===== src/rtl/twos_comp_pkg.sv =====
// Shared types for the multi-cycle two's-complement engine.
package twos_comp_pkg;

  typedef enum logic [1:0] {
    TC_PASS,
    TC_NEG,
    TC_ABS,
    TC_RSVD
  } tc_mode_t;

  typedef enum logic [1:0] {
    TC_IDLE,
    TC_BUSY,
    TC_DONE
  } tc_state_t;

endpackage


===== src/rtl/full_adder.sv =====
// Single-bit full adder cell.
module full_adder (
  input  logic a,
  input  logic b,
  input  logic cin,
  output logic sum,
  output logic cout
);

  assign sum  = a ^ b ^ cin;
  assign cout = (a & b) | (a & cin) | (b & cin);

endmodule


===== src/rtl/tc_chunk_adder.sv =====
// Chunk adder: (inv ? ~a : a) + cin as a ripple chain of full_adder cells.
module tc_chunk_adder #(
  parameter int W = 16
) (
  input  logic [W-1:0] a,
  input  logic         inv,
  input  logic         cin,
  output logic [W-1:0] sum,
  output logic         cout
);

  logic [W:0]   c;
  logic [W-1:0] b;

  assign c[0] = cin;
  assign b    = inv ? ~a : a;

  // Only the incoming carry is added, so the second adder input is tied low.
  for (genvar i = 0; i < W; i++) begin : g_fa
    full_adder u_fa (
      .a   (b[i]),
      .b   (1'b0),
      .cin (c[i]),
      .sum (sum[i]),
      .cout(c[i+1])
    );
  end

  assign cout = c[W];

endmodule


===== src/rtl/twos_comp_engine.sv =====
// Multi-cycle pass/negate/abs unit processing CHUNK_W bits per cycle,
// with valid/ready handshakes and N/Z/V result flags.
module twos_comp_engine
  import twos_comp_pkg::*;
#(
  parameter int WIDTH   = 64,
  parameter int CHUNK_W = 16
) (
  input  logic             clk,
  input  logic             reset_n,
  input  logic             in_valid,
  output logic             in_ready,
  input  logic [WIDTH-1:0] in_data,
  input  logic [1:0]       in_mode,
  output logic             out_valid,
  input  logic             out_ready,
  output logic [WIDTH-1:0] out_data,
  output logic             out_n,
  output logic             out_z,
  output logic             out_v
);

  localparam int NUM_CHUNKS = WIDTH / CHUNK_W;
  localparam int CNT_W      = (NUM_CHUNKS > 1) ? $clog2(NUM_CHUNKS) : 1;
  localparam logic [CNT_W-1:0] LAST_CNT = CNT_W'(NUM_CHUNKS - 1);

  if (WIDTH % CHUNK_W != 0) begin : g_chunk_check
    $error("twos_comp_engine: WIDTH must be a multiple of CHUNK_W");
  end

  tc_state_t          state;
  tc_mode_t           mode;
  logic [CNT_W-1:0]   cnt;
  logic               carry;
  logic               inv;
  logic               inv_new;
  logic               z_acc;
  logic               accept;
  logic               last;
  logic [WIDTH-1:0]   operand;
  logic [WIDTH-1:0]   result;
  logic [WIDTH-1:0]   res_next;
  logic [CHUNK_W-1:0] chunk;
  logic [CHUNK_W-1:0] sum;
  logic               cout;

  assign in_ready  = (state == TC_IDLE) || ((state == TC_DONE) && out_ready);
  assign out_valid = (state == TC_DONE);
  assign accept    = in_valid && in_ready;
  assign mode      = tc_mode_t'(in_mode);
  // Reserved mode behaves as PASS because it never requests inversion.
  assign inv_new   = (mode == TC_NEG) || ((mode == TC_ABS) && in_data[WIDTH-1]);
  assign last      = (cnt == LAST_CNT);
  assign chunk     = operand[cnt*CHUNK_W +: CHUNK_W];

  tc_chunk_adder #(.W(CHUNK_W)) u_adder (
    .a   (chunk),
    .inv (inv),
    .cin (carry),
    .sum (sum),
    .cout(cout)
  );

  // Merge the current chunk sum into the working result.
  always_comb begin
    res_next = result;
    res_next[cnt*CHUNK_W +: CHUNK_W] = sum;
  end

  // Operand capture at acceptance and per-chunk result accumulation.
  always_ff @(posedge clk) begin
    if (accept) begin
      operand <= in_data;
    end
    if (state == TC_BUSY) begin
      result <= res_next;
    end
  end

  // Control FSM, chunk counter, carry chain state and registered outputs.
  always_ff @(posedge clk or negedge reset_n) begin
    if (!reset_n) begin
      state    <= TC_IDLE;
      cnt      <= '0;
      carry    <= 1'b0;
      inv      <= 1'b0;
      z_acc    <= 1'b0;
      out_data <= '0;
      out_n    <= 1'b0;
      out_z    <= 1'b0;
      out_v    <= 1'b0;
    end else begin
      case (state)
        TC_BUSY: begin
          carry <= cout;
          z_acc <= z_acc && (sum == '0);
          cnt   <= cnt + 1'b1;
          if (last) begin
            state    <= TC_DONE;
            out_data <= res_next;
            out_n    <= res_next[WIDTH-1];
            out_z    <= z_acc && (sum == '0);
            out_v    <= inv && res_next[WIDTH-1] && (operand == res_next);
          end
        end
        TC_DONE: begin
          if (out_ready && !in_valid) begin
            state <= TC_IDLE;
          end
        end
        default: ;
      endcase
      // Acceptance from IDLE or directly out of DONE (no IDLE bubble).
      if (accept) begin
        state <= TC_BUSY;
        inv   <= inv_new;
        carry <= inv_new;
        cnt   <= '0;
        z_acc <= 1'b1;
      end
    end
  end

endmodule


===== config.mk =====
export PLATFORM = sky130hd
export DESIGN_NAME = twos_comp_engine
export DESIGN_NICKNAME = d
export VERILOG_FILES = /design/src/rtl/twos_comp_pkg.sv /design/src/rtl/full_adder.sv /design/src/rtl/tc_chunk_adder.sv /design/src/rtl/twos_comp_engine.sv
export SDC_FILE = /design/constraint.sdc
export NUM_CORES = 1
export LEC_CHECK = 0
export ABC_AREA = 1
export CELL_PAD_IN_SITES_DETAIL_PLACEMENT = 0
export CELL_PAD_IN_SITES_GLOBAL_PLACEMENT = 2
export CORE_ASPECT_RATIO = 0.75
export CORE_MARGIN = 8
export CORE_UTILIZATION = 25
export CTS_CLUSTER_DIAMETER = 120
export CTS_CLUSTER_SIZE = 12
export DETAILED_ROUTE_END_ITERATION = 12
export PLACE_DENSITY = 0.71
export SYNTH_ARGS = -nofsm -noshare
export SYNTH_HDL_FRONTEND = slang
export SYNTH_SLANG_ARGS = --single-unit

===== constraint.sdc =====
create_clock -name clk -period 6.85 [get_ports clk]
set_input_delay 1.0275 -clock clk [delete_from_list [all_inputs] [get_ports clk]]
set_output_delay 1.0275 -clock clk [all_outputs]
set_load 0.1 [all_outputs]

==> impl_results.md <==
- Layout Nets: 1,358
- Vias: 8,133
- Final min period: 5870 ps
- Synth Area per Inst: 8.64 sq um
- Core footprint: 39,100 sq um
- Max Buffers Root-to-Sink: 3
- Most frequent cells after synthesis: nand2_1 (494), edfxtp_1 (128), nand3_1 (99)
- TritonCTS clock tree: done
- Buffers on Ports: 138
- Largest net degree at the start of global routing: 71
- Via density: 4.52
- Yosys top cell area share: 39.1%
- CTS Root Cell: clkbuf_16
- Final Hold Fails: 0
- Initial antenna violation count: 2
- Synthesized cell area: 9820 sq um
- Number of flops mapped to enable cells by yosys: 128
- Syn_nets: 1,228
- Fmax: 170 MHz
- Final Setup Violations: 0
- CTS buffer count: 20
- Status: finished clean
- Final WL: 39,300 um
- Routed len/inst: 21.8 um
- Clock Pin Slew Worst Setup and Hold Paths: 80 ps
- Initial Util: 25.1%
- Cell mode on critical path: ha_1
- Detail Placement HPWL: 30,100 um
- Reg2reg path depth: 32
- R2r startpoint: cnt[0]$_DFFE_PN0P_
- Synth Instances: 1,136
- GPL Wtd Cong: 0.918
- Largest area contributor in the netlist: edfxtp_1
- YS warnings: 0
- Type of the worst min-delay path: input port to asynchronous set/reset pin
- Data arrival, critical path: 6340 ps
- DRT antenna net count: 0
- Area grow syn2layout: 25.4%
- GRT overflow: 0
- Diodes inserted: 0
- Residual DRC: 0
- Total of max-cap violations: 0
- Max FO, Critical Path: 46
- Starting DRC count in detailed routing: 623
- Area contributors post-synth: edfxtp_1 (39%), nand2_1 (19%), dfrtp_1 (19%)
- Total Neg Setup Slack: 0 ps
- Critical Path RT: 7320 ps
- Synth Flop Type: edfxtp_1
- Reg2reg end: out_v$_DFFE_PN0P_
- Die area: 45,900 sq um
- Crit. End Element: flop
- Seq/Total Area, Yosys: 57.7%
- DR pass1 iterations: 5
- Resize count post-CTS: 0
- Worst-Margin Slew: 1010 ps
- Cell with the most instances after synthesis: nand2_1
- Hold buffer count at CTS: 0
- Critical path class: flop to flop
- Slowest stage delay, CP: 850 ps
- Num Clock Sinks: 201
- Number of global-route vias before repair: 8,178
- Worst-Skew Late Latency: 530 ps
- FF+latch count, synth: 201
- R2r setup slk: 980 ps
- Total GRT Usage: 16.8%
- Fin. max-slew vios: 0
- First-pass GRT wire length: 57,200 um
- Worst Skew: 27.6 ps
- Slew HR: 32.6%
- H-tree Lvls: 1
- Startpoint types: flop
- RSZ-0062 raised after global routing: no
- Die Ht: 188 um
- Chip Width: 245 um
- Asr flop ratio synth: 36.3%
- Distinct cells, synth: 29
- Layout cells sized above 1: 3.75%
- Buffer count from post-CTS setup fixing: 0
- Row cnt: 63
- Period utilization: 85.7%
- Top-level I/O count: 139
- Worst path slowest cell: dfrtp_2
sequential cells by signal (all words and copies together) (netlist names):
signal,count
out_v,1
out_z,1
inv,1
result,64
z_acc,1
cnt,2
carry,1
state,2
out_data,64
operand,64
layout make-up:
| cell class | count | area (sq um) |
|---|---|---|
| fillers | 4192 | 26800 |
| flip-flops and latches | 201 | 5670 |
| multi-input cells | 795 | 3580 |
| repair buffers | 147 | 1460 |
| well taps | 520 | 651 |
| clock buffers | 34 | 553 |
| inverters | 101 | 383 |
| clock inverters | 2 | 21.3 |
layer usage:
metal	GRT usage [%]	part of all wire, %
met2	24.0	40
met4	3.16	2.0
met5	0	0.056
met1	25.8	52
met3	3.28	5.6
cells by family (layout without fill, tap and decap cells):
group / after synthesis / count (layout) / synth area share, %
xor gates and xnor gates: 23 / 23 / 2.05
and+or+nand+nor: 660 / 660 / 26.8
AOI/OAI and AO/OA: 90 / 90 / 4.70
adders and majority gates: 22 / 22 / 2.80
DFF: 201 / 201 / 57.7
buffers and inverters: 140 / 284 / 5.90
how the worst max path moves through the flow:
stage	startpoint	cells past startpoint	slack, ps	end
finish	cnt[0]$_DFFE_PN0P_	32	980	out_v$_DFFE_PN0P_
global route	cnt[0]$_DFFE_PN0P_	32	640	out_v$_DFFE_PN0P_
CTS	cnt[0]$_DFFE_PN0P_	32	1060	out_v$_DFFE_PN0P_
detailed placement	cnt[0]$_DFFE_PN0P_	32	1070	out_v$_DFFE_PN0P_
global placement	cnt[0]$_DFFE_PN0P_	32	1180	out_v$_DFFE_PN0P_
floorplan	state[0]$_DFFE_PN0P_	5	1510	operand[0]$_DFFE_PP_
through the flow:
| step | std cells | hold slack, ps | util (%) | area, sq um | setup WS (ps) |
|---|---|---|---|---|---|
| 2_1_floorplan | 1136 | 462 | - | 9820 | 1510 |
| 3_3_place_gp | 1764 | 464 | 30.0 | 11700 | 1180 |
| 3_5_place_dp | 1764 | 469 | 30.0 | 11700 | 1070 |
| 4_1_cts | 1800 | 459 | 31.5 | 12300 | 1060 |
| 5_1_grt | 1800 | 479 | 31.5 | 12300 | 639 |
| 6_report | 1800 | 470 | 31.5 | 12300 | 976 |
critical path: cells and delay by family, from the launching register on:
kind	cells	cell delay (ps)
compound gates	2	240
xor+xnor	1	150
fa+ha+maj	16	3070
buf+inv	1	50
flops	1	850
simple gates	12	1400
cell usage in the layout (no fill, tap or decap), types with 3 or more instances in the layout:
cell,Yosys,routed
buf_4,3,9
a21oi_1,33,33
dfrtp_1,73,72
edfxtp_1,128,128
inv_2,6,7
o21ai_1,3,3
inv_1,92,90
nor2_1,57,56
xor2_1,21,21
nor4_1,4,4
ha_1,22,22
o21ai_0,49,49
nand3_1,99,99
clkbuf_16,0,20
clkbuf_1,18,14
clkdlybuf4s50_1,0,137
nand2_1,494,494
Power is left out: the tool's default activity adds up to more than one toggle a clock period on the data nets, which glitch-free logic cannot reach.
